==> config.mk <==
export PLATFORM = sky130hd
export DESIGN_NAME = midi_note_decoder_flat
export DESIGN_NICKNAME = d
export VERILOG_FILES = /design/src/rtl/midi_pkg.sv /design/src/rtl/midi_note_decoder_if.sv /design/src/rtl/midi_uart_rx.sv /design/src/rtl/midi_note_decoder.sv /design/src/flat_wrapper.sv
export SDC_FILE = /design/constraint.sdc
export NUM_CORES = 1
export LEC_CHECK = 0
export ABC_AREA = 1
export BUFFER_PORTS_ARGS = -buffer_cell sky130_fd_sc_hd__buf_2
export CAP_MARGIN = 20
export CORE_MARGIN = 2
export CORE_UTILIZATION = 27
export DETAILED_ROUTE_END_ITERATION = 16
export PLACE_DENSITY_LB_ADDON = 0.12
export SLEW_MARGIN = 15
export SYNTH_ARGS = -nofsm -noshare
export SYNTH_HDL_FRONTEND = slang
export SYNTH_SLANG_ARGS = --single-unit
==> constraint.sdc <==
create_clock -name clk -period 1.85 [get_ports clk]
set_clock_uncertainty 0.15 [all_clocks]
set_input_delay 0.185 -clock clk [delete_from_list [all_inputs] [get_ports clk]]
set_output_delay 0.185 -clock clk [all_outputs]
set_load 0.03 [all_outputs]
==> src/rtl/midi_pkg.sv <==
// midi_pkg: shared definitions for the MIDI note decoder.
//   - status nibble constants and the realtime threshold
//   - RX framing and message parser state enumerations
//   - default note base and the size of the voice's note table
//   - note_in_range(): range check done on the full 7-bit note
package midi_pkg;

  localparam logic [3:0] NOTE_OFF      = 4'h8;
  localparam logic [3:0] NOTE_ON       = 4'h9;
  localparam logic [7:0] SYS_REALTIME  = 8'hF8;  // 0xF8..0xFF never disturb the parser
  localparam logic [7:0] SYS_COMMON    = 8'hF0;  // 0xF0..0xF7 cancel running status

  localparam int NOTE_BASE_DEF = 36;
  localparam int NOTE_RANGE    = 48;

  typedef enum logic [1:0] {
    RX_IDLE,
    RX_START,
    RX_DATA,
    RX_STOP
  } rx_state_t;

  typedef enum logic [1:0] {
    P_WAIT_STATUS,
    P_DATA1,
    P_DATA2
  } parse_state_t;

  function automatic logic note_in_range(input logic [6:0] note, input int base);
    int n;
    n = int'(note);
    return (n >= base) && (n < base + NOTE_RANGE);
  endfunction

endpackage

==> src/rtl/midi_note_decoder_if.sv <==
// midi_note_decoder_if: note-control bundle from the MIDI decoder to the voice.
//   freq_select [5:0]  note index into the 48-entry frequency table
//   note_on            one-cycle pulse on an accepted Note On
//   note_off           one-cycle pulse on an accepted Note Off
//   velocity    [6:0]  velocity of the last accepted Note On
//   gate               high while a note is held
//   frame_err          one-cycle pulse on a bad stop bit
// Modports: master (decoder side, drives), slave (voice side, receives).
interface midi_note_decoder_if;
  logic [5:0] freq_select;
  logic       note_on;
  logic       note_off;
  logic [6:0] velocity;
  logic       gate;
  logic       frame_err;

  modport master (output freq_select, note_on, note_off, velocity, gate, frame_err);
  modport slave  (input  freq_select, note_on, note_off, velocity, gate, frame_err);
endinterface

==> src/rtl/midi_uart_rx.sv <==
// midi_uart_rx: 8N1 serial receiver for the MIDI line.
//   clk, reset (sync, active-low)
//   midi_rx     asynchronous serial input, idles high
//   byte_valid  one-cycle strobe, the cycle after the stop-bit sample
//   byte_data   received byte, stable until the next frame's data bits
//   frame_err   one-cycle pulse, the cycle after a low stop-bit sample
module midi_uart_rx
  import midi_pkg::*;
#(
  parameter int CLKS_PER_BIT = 800
) (
  input  logic       clk,
  input  logic       reset,
  input  logic       midi_rx,
  output logic       byte_valid,
  output logic [7:0] byte_data,
  output logic       frame_err
);

  localparam logic [15:0] FULL_M1 = 16'(CLKS_PER_BIT - 1);
  localparam logic [15:0] HALF_M1 = 16'(CLKS_PER_BIT / 2 - 1);

  logic        rx_sync_p0, rx_sync_p1;
  logic        rx;
  rx_state_t   state, state_nxt;
  logic [15:0] cnt;
  logic [2:0]  bit_idx;
  logic        armed;        // set once the line has been seen high; cleared on a framing error
  logic [7:0]  shift_r;
  logic        half_done, full_done;

  assign rx        = rx_sync_p1;
  assign half_done = (cnt == HALF_M1);
  assign full_done = (cnt == FULL_M1);
  assign byte_data = shift_r;

  always_comb begin
    state_nxt = state;
    case (state)
      RX_IDLE:  if (armed && !rx)                  state_nxt = RX_START;
      RX_START: if (half_done)                     state_nxt = rx ? RX_IDLE : RX_DATA;
      RX_DATA:  if (full_done && bit_idx == 3'd7)  state_nxt = RX_STOP;
      RX_STOP:  if (full_done)                     state_nxt = RX_IDLE;
      default:                                     state_nxt = RX_IDLE;
    endcase
  end

  // stage p0/p1: two-flop synchronizer, then framing control
  always_ff @(posedge clk) begin
    if (!reset) begin
      rx_sync_p0 <= 1'b0;
      rx_sync_p1 <= 1'b0;
      state      <= RX_IDLE;
      cnt        <= '0;
      bit_idx    <= '0;
      armed      <= 1'b0;
      byte_valid <= 1'b0;
      frame_err  <= 1'b0;
    end else begin
      rx_sync_p0 <= midi_rx;
      rx_sync_p1 <= rx_sync_p0;
      state      <= state_nxt;
      byte_valid <= 1'b0;
      frame_err  <= 1'b0;
      case (state)
        RX_IDLE: begin
          cnt     <= '0;
          bit_idx <= '0;
          if (rx) armed <= 1'b1;
        end
        RX_START: cnt <= half_done ? 16'd0 : cnt + 16'd1;
        RX_DATA: begin
          cnt <= full_done ? 16'd0 : cnt + 16'd1;
          if (full_done) bit_idx <= bit_idx + 3'd1;
        end
        RX_STOP: begin
          cnt <= full_done ? 16'd0 : cnt + 16'd1;
          if (full_done) begin
            if (rx) begin
              byte_valid <= 1'b1;
            end else begin
              frame_err <= 1'b1;
              armed     <= 1'b0;
            end
          end
        end
        default: cnt <= '0;
      endcase
    end
  end

  // data bits arrive LSB first, so shift in from the top
  always_ff @(posedge clk) begin
    if (state == RX_DATA && full_done) shift_r <= {rx, shift_r[7:1]};
  end

endmodule

==> src/rtl/midi_note_decoder.sv <==
// midi_note_decoder: monophonic, last-note-priority MIDI Note On/Off decoder.
//   clk, reset (sync, active-low)
//   midi_rx   asynchronous MIDI serial line
//   channel   MIDI channel to listen on
//   note_if   master side of midi_note_decoder_if (freq_select, note_on,
//             note_off, velocity, gate, frame_err)
// Build option: define MIDI_OMNI_EN to accept Note On/Off on every channel.
module midi_note_decoder
  import midi_pkg::*;
#(
  parameter int CLKS_PER_BIT = 800,
  parameter int NOTE_BASE    = NOTE_BASE_DEF
) (
  input  logic                clk,
  input  logic                reset,
  input  logic                midi_rx,
  input  logic [3:0]          channel,
  midi_note_decoder_if.master note_if
);

  logic       byte_valid;
  logic [7:0] byte_data;
  logic       frame_err;

  midi_uart_rx #(.CLKS_PER_BIT(CLKS_PER_BIT)) u_rx (
    .clk        (clk),
    .reset      (reset),
    .midi_rx    (midi_rx),
    .byte_valid (byte_valid),
    .byte_data  (byte_data),
    .frame_err  (frame_err)
  );

  parse_state_t p_state, p_state_nxt;
  logic         rs_on, rs_on_nxt;      // running status: 1 = Note On, 0 = Note Off
  logic [6:0]   note_r, note_nxt;
  logic [5:0]   fsel_r, fsel_nxt;
  logic [6:0]   vel_r, vel_nxt;
  logic         gate_r, gate_nxt;
  logic         on_r, on_nxt;
  logic         off_r, off_nxt;

  logic         chan_ok;
  logic         note_status;
  logic [6:0]   note_rel;

`ifdef MIDI_OMNI_EN
  assign chan_ok = 1'b1;
`else
  assign chan_ok = (byte_data[3:0] == channel);
`endif

  assign note_status = (byte_data[7:4] == NOTE_OFF) || (byte_data[7:4] == NOTE_ON);
  // 7-bit subtraction; only its low 6 bits are used, and only after the range check passes
  assign note_rel    = note_r - 7'(NOTE_BASE);

  always_comb begin
    p_state_nxt = p_state;
    rs_on_nxt   = rs_on;
    note_nxt    = note_r;
    fsel_nxt    = fsel_r;
    vel_nxt     = vel_r;
    gate_nxt    = gate_r;
    on_nxt      = 1'b0;
    off_nxt     = 1'b0;
    if (byte_valid) begin
      if (byte_data[7]) begin
        if (byte_data >= SYS_REALTIME) begin
          p_state_nxt = p_state;
        end else if (byte_data < SYS_COMMON && note_status && chan_ok) begin
          rs_on_nxt   = byte_data[4];
          p_state_nxt = P_DATA1;
        end else begin
          rs_on_nxt   = 1'b0;
          p_state_nxt = P_WAIT_STATUS;
        end
      end else begin
        case (p_state)
          P_DATA1: begin
            note_nxt    = byte_data[6:0];
            p_state_nxt = P_DATA2;
          end
          P_DATA2: begin
            p_state_nxt = P_DATA1;
            if (note_in_range(note_r, NOTE_BASE)) begin
              if (rs_on && byte_data[6:0] != 7'd0) begin
                fsel_nxt = note_rel[5:0];
                vel_nxt  = byte_data[6:0];
                gate_nxt = 1'b1;
                on_nxt   = 1'b1;
              end else if (gate_r && note_rel[5:0] == fsel_r) begin
                gate_nxt = 1'b0;
                off_nxt  = 1'b1;
              end
            end
          end
          default: p_state_nxt = p_state;
        endcase
      end
    end
  end

  // stage p2: parser state and output registers
  always_ff @(posedge clk) begin
    if (!reset) begin
      p_state <= P_WAIT_STATUS;
      rs_on   <= 1'b0;
      fsel_r  <= '0;
      vel_r   <= '0;
      gate_r  <= 1'b0;
      on_r    <= 1'b0;
      off_r   <= 1'b0;
    end else begin
      p_state <= p_state_nxt;
      rs_on   <= rs_on_nxt;
      fsel_r  <= fsel_nxt;
      vel_r   <= vel_nxt;
      gate_r  <= gate_nxt;
      on_r    <= on_nxt;
      off_r   <= off_nxt;
    end
  end

  always_ff @(posedge clk) begin
    note_r <= note_nxt;
  end

  assign note_if.freq_select = fsel_r;
  assign note_if.velocity    = vel_r;
  assign note_if.gate        = gate_r;
  assign note_if.note_on     = on_r;
  assign note_if.note_off    = off_r;
  assign note_if.frame_err   = frame_err;

endmodule

==> src/flat_wrapper.sv <==
// flat-port wrapper written by rule: the top's interface ports become plain ports
module midi_note_decoder_flat import midi_pkg::*;
#(
  parameter int CLKS_PER_BIT = 800,
  parameter int NOTE_BASE    = NOTE_BASE_DEF
)
  (clk, reset, midi_rx, channel, note_if_freq_select, note_if_note_on, note_if_note_off, note_if_velocity, note_if_gate, note_if_frame_err);
  midi_note_decoder_if note_if_i ();
  input  logic clk;
  input  logic reset;
  input  logic midi_rx;
  input  logic [3:0] channel;
  output wire logic [$bits(note_if_i.freq_select)-1:0] note_if_freq_select;
  output wire logic [$bits(note_if_i.note_on)-1:0] note_if_note_on;
  output wire logic [$bits(note_if_i.note_off)-1:0] note_if_note_off;
  output wire logic [$bits(note_if_i.velocity)-1:0] note_if_velocity;
  output wire logic [$bits(note_if_i.gate)-1:0] note_if_gate;
  output wire logic [$bits(note_if_i.frame_err)-1:0] note_if_frame_err;
  assign note_if_freq_select = note_if_i.freq_select;
  assign note_if_note_on = note_if_i.note_on;
  assign note_if_note_off = note_if_i.note_off;
  assign note_if_velocity = note_if_i.velocity;
  assign note_if_gate = note_if_i.gate;
  assign note_if_frame_err = note_if_i.frame_err;
  midi_note_decoder #(.CLKS_PER_BIT(CLKS_PER_BIT), .NOTE_BASE(NOTE_BASE)) u_core (.clk(clk), .reset(reset), .midi_rx(midi_rx), .channel(channel), .note_if(note_if_i));
endmodule
After elaboration in Yosys (flattened, before gate mapping)
Index checks and enable logic that the tools add are counted.

$add $sub $neg: 3. Order comparisons: 4. Eq/ne operators: 20. Muxes and demuxes: 26. Bitwise operators: 6. Reductions and logical operators: 28.

Operators with widths (number): $pmux 16 s3 (1); $mux 16 (2); $add 16x1->16 const B (1); $eq 16x10->1 const B (1); $eq 16x9->1 const B (1); $ne 2x2->1 const B (8); $mux 2 (7); $reduce_and 3->1 (4); $mux 1 (11); $reduce_and 5->1 (2); $eq 4x4->1 const B (2); $ge 8x8->1 const B (1); $logic_and 1x1->1 (8); $lt 8x8->1 const B (1); $pmux 2 s4 (1); $reduce_and 4->1 (2); $ge 7x6->1 const B (1); $lt 7x7->1 const B (1); $reduce_bool 7->1 (1); $eq 2x2->1 const B (3); $eq 6x6->1 (1); $not 1->1 (6); $pmux 3 s2 (1); $reduce_bool 2->1 (3); 16 further kinds (17).

Register bits: 60. Bits of input ports: 7. Output and inout port bits: 17. Logic and storage cells: 104.

Logic depth before layout (Yosys ltp)
Depth after elaboration: 7. Depth in mapped cells: 12. Mapped depth without buffers: 12.

Modules after synthesis
From an unflattened synthesis, not the netlist that was laid out.

Cell total of the unflattened synthesis: 363. Area total of the unflattened synthesis: 2900.3 µm².

By module, submodules not included: midi_uart_rx (instances 1, cells each 169, area an instance 1482.7 µm², seq. area each 760.7 µm²); midi_note_decoder (instances 1, cells each 194, area an instance 1417.6 µm², seq. area each 590.6 µm²).

Least setup slack after synthesis
No wires, ideal clock.

Kind: register -> register. From: reg u_core.u_rx.cnt[0]. To: reg u_core.u_rx.shift_r[0] (netlist: u_core.u_rx.byte_data[0]) (enable). Setup time: 370 ps. Arrival: 1305 ps. Required time: 1330 ps. Slack: 25 ps. Stages on the path, launching flop included: 8. Path buffers: 0. Period minus slack after synthesis: 1825 ps. Cell sequence: dfxtp_1 -> ha_1 -> nand2_1 -> inv_2 -> nand2_4 -> inv_1 -> nand4_1 -> nor2_1.

Cells in the longest elaborated chain, start to end: 2.

RTL lines: start, declared (RTL line midi_uart_rx.sv:26) `logic [15:0] cnt;`; start signal, assigned (RTL line midi_uart_rx.sv:71) `RX_START: cnt <= half_done ? 16'd0 : cnt + 16'd1;`; start signal, assigned (RTL line midi_uart_rx.sv:73) `cnt <= full_done ? 16'd0 : cnt + 16'd1;`; start signal, assigned (RTL line midi_uart_rx.sv:77) `cnt <= full_done ? 16'd0 : cnt + 16'd1;`; $eq 16x10->1 (RTL line midi_uart_rx.sv:34) `assign full_done = (cnt == FULL_M1);`; $logic_and 1x1->1 (RTL line midi_uart_rx.sv:94) `if (state == RX_DATA && full_done) shift_r <= {rx, shift_r[7:1]};`; end signal, assigned (RTL line midi_uart_rx.sv:94); end, declared (RTL line midi_uart_rx.sv:29) `logic [7:0] shift_r;`.

No other way between the ends. A chain may end at the register's enable or synchronous reset.

Worst setup path in the final report
From: reg u_core.u_rx.cnt[9]. To: reg u_core.u_rx.shift_r[6] (netlist: u_core.u_rx.byte_data[6]) (enable).

Same word-level chain as after synthesis.

==> results.md <==
- Status: completed
- Static leakage: ~1.4 nW
- Total Power: 0.00265 W
- Num rows: 37
- CORE AREA: 0.0102 sq mm
- Post-Synth XOR/XNOR Area: 0.0340
- Worst setup EP type: flop
- Die X: about 110 um
- GRT Total Usage: 0.122
- Max VDD drop: 0.331 mV
- Mapped Nets: about 340
- Post-synth cell types: 39
- Yosys warns: 0
- Largest area contributor in the netlist: dfxtp_1
- DP HPWL: approximately 4600 um
- HP Class: in2reg
- Detailed Route WL: approximately 6300 um
- Routed vias/inst: 4.26
- Min Tclk post-route: between 1.5 and 2 ns
- Seq/Total Area, Yosys: 0.477
- CP max-delay cell: dfxtp_1
- Crit path buf inv count: 2
- Placed inst area: ~0.0032 sq mm
- Clock transition at path regs: about 0.080 ns
- CP arrival: 1.62 ns
- Root buffer cell: clkbuf_8
- H-tree depth: 3
- Final hold slack: between 0.1 and 0.15 ns
- Vias in the first global route: 2090
- Clk_lat worst skew: between 0.3 and 0.4 ns
- Worst Setup Start Kind: flop
- Synth Instances: roughly 330
- Largest stage delay, worst path: roughly 0.48 ns
- Synth Area in Compound Gates: 0.115
- TNS Setup: 0 ns
- Final worst setup slack: 0.142 ns
- Post-Synth Adder-Cell Area: 0.0221
- Inserted Clock Buffers: 9
- Slew Limit Fails: 0
- Final period util: 0.923
- Total grt overflow: 0
- Drt pass-1 iters: 4
- Mux cell area share after synthesis: 0
- PwrDens: a little under 800 mW/mm^2
- Inserted Diodes: 0
- Largest family of logic cells by synthesized area: simple AND/OR/NAND/NOR gates
- Final hold viol count: 0
- Initial Util: 0.277
- Top-area cell type share of the netlist area: 0.318
- Synth top area cells: dfxtp_1 (32%), edfxtp_1 (16%), nor2_1 (6.8%)
- Kind of critical path: reg2reg
- Slew @ Worst Pin: around 0.39 ns
- Iter 0 DRT Violations: 117
- Post-synthesis average cell area: roughly 8.5 sq um
- # setup viols final: 0
- Worst slack at placement: 0.0799 ns
- Worst path required time: 1.76 ns
- RSZ-0062 raised after global routing: yes
- CP top delay family: simple AND/OR/NAND/NOR gates
- Via count: between 2000 and 2500
- Initial antenna violation count: 0
- Die H: 106 um
- Mapped Area: ~0.0028 sq mm
- Total die area: 0.0113 sq mm
- Area growth from synthesis to layout: 21.7%
- Boundary pin count: 24
- GPL Wtd Cong: 0.759
- Final nets: 390
- Clock tree buffer depth: 2
- CP cell instances: inv_1 -> nor4_1 -> nand4_1 -> nor2_1 -> buf_4
- Slew HR: 0.742
- Fmax: around 0.59 GHz
- I/O Buffers: 23
- CTS tree: done
- Peak fanout along the critical path: 8
- Simple-Gate Fraction of Synth Area: 0.278
- #FFs+latches synth: 60
- Number of remaining DRC errors: 0
- ANT nets after route: 0
- CTS sink cnt: 60
- Layout cells sized above 1: 0.292
- MaxCap Viol Count: 0
- Routed len/inst: between 10 and 15 um
- Largest net degree at the start of global routing: 22
- Design Area, Final: around 0.0034 sq mm
- First-pass GRT wire length: around 10000 um
what timing repair did:
| item | CTS | global route |
|---|---|---|
| buffers inserted | 0 | 2 |
| setup endpoints to repair | 0 | 18 |
| hold endpoints to repair | 1 | 0 |
| gates resized for setup | 0 | 6 |
| hold buffers | 1 | 0 |
path summary, 6_finish.rpt:
kind	startpoint	to	depth (start not counted)	slack, ns
max reg2reg	u_core.u_rx.cnt[9]	u_core.u_rx.byte_data[6]	5	0.14
min	channel[1]	u_core.rs_on	6	0.10
max	u_core.u_rx.cnt[9]	u_core.u_rx.byte_data[6]	5	0.14
min reg2reg	u_core.u_rx.rx_sync_p0	u_core.u_rx.rx	2	0.27
flip-flops by register name (all words and copies together), names as in the netlist, 2 cells and up, named ones only:
signal / flops
u_core.note_if.freq_select: 6
u_core.note_if.velocity: 7
u_core.note_r: 7
u_core.u_rx.bit_idx: 3
u_core.u_rx.cnt: 16
u_core.u_rx.byte_data: 8
u_core.p_state: 2
routing by layer:
metal  track usage  vias to the layer above  share of wire
met5             0                        -              0
met3        0.0343                       12          0.037
met4        0.0686                        0          0.025
met1         0.155                      998           0.51
li1              -                     1175              -
met2         0.184                       28           0.43
worst min-delay path: cells and delay by family:
family	cells	cell delay, ns
AOI/OAI and AO/OA	1	0.06
xor gates and xnor gates	1	0.05
buffers and inverters	1	0.09
and+or+nand+nor	3	0.17
placed cells by master (no fill, tap or decap), types with 3 or more instances in the layout:
cell,netlist,routed
o21a_1,3,3
dfxtp_1,45,44
buf_2,1,23
nor2_1,51,50
nor2_2,13,14
nand4_1,4,4
clkbuf_8,0,10
nand2_2,3,3
nand2_4,4,4
a21oi_2,8,8
o21ai_2,7,7
buf_4,1,16
o21ai_0,10,10
nor2_4,3,3
xor2_1,5,5
nand2_1,46,46
ha_1,5,4
nor3_1,6,5
nand3_1,19,19
a21oi_1,9,9
inv_2,6,7
edfxtp_1,15,15
inv_1,33,32
o21ai_1,7,7
xnor2_1,6,6
logic make-up after synthesis:
logic type / after synthesis
and+or+nand+nor: 159
buffers and inverters: 47
DFF: 60
adders and majority gates: 5
xor gates and xnor gates: 11
AOI/OAI and AO/OA: 50
synth_stat cells (all sizes together):
cell type	count
edfxtp	15
nor3	8
and2	1
a221oi	1
inv	40
buf	5
nand3	21
a211oi	2
nor4	1
ha	5
a31oi	2
o21a	3
nand3b	2
o22ai	1
nor2	67
xor2	5
o21ai	24
nand4	5
clkbuf	2
a21oi	17
nand2	53
or2	1
xnor2	6
dfxtp	45
power by group:
group	leakage, nW	total, W	switching [W]	internal [W]
sequential	0.529	0.00135	0.00000694	0.00134
combinational	0.801	0.0000742	0.0000468	0.0000274
clock	0.103	0.00123	0.000571	0.000656
total	1.43	0.00265	0.000624	0.00203
stage by stage:
stage | instances | util
global route | 519 | 0.337
CTS | 517 | 0.333
global placement | 500 | 0.312
finish | 519 | 0.337
detailed placement | 500 | 0.312
floorplan | 332 | -
final cells by class:
cell class | count | area [sq um]
inverter | 40 | 155
tap | 136 | 170
clock inverter | 6 | 62.6
sequential | 60 | 1350
clock buffer | 10 | 138
timing repair buffer | 42 | 277
fill | 1101 | 6790
multi-input combinational | 225 | 1290
No activity file was read; power rests on OpenSTA's default activity.
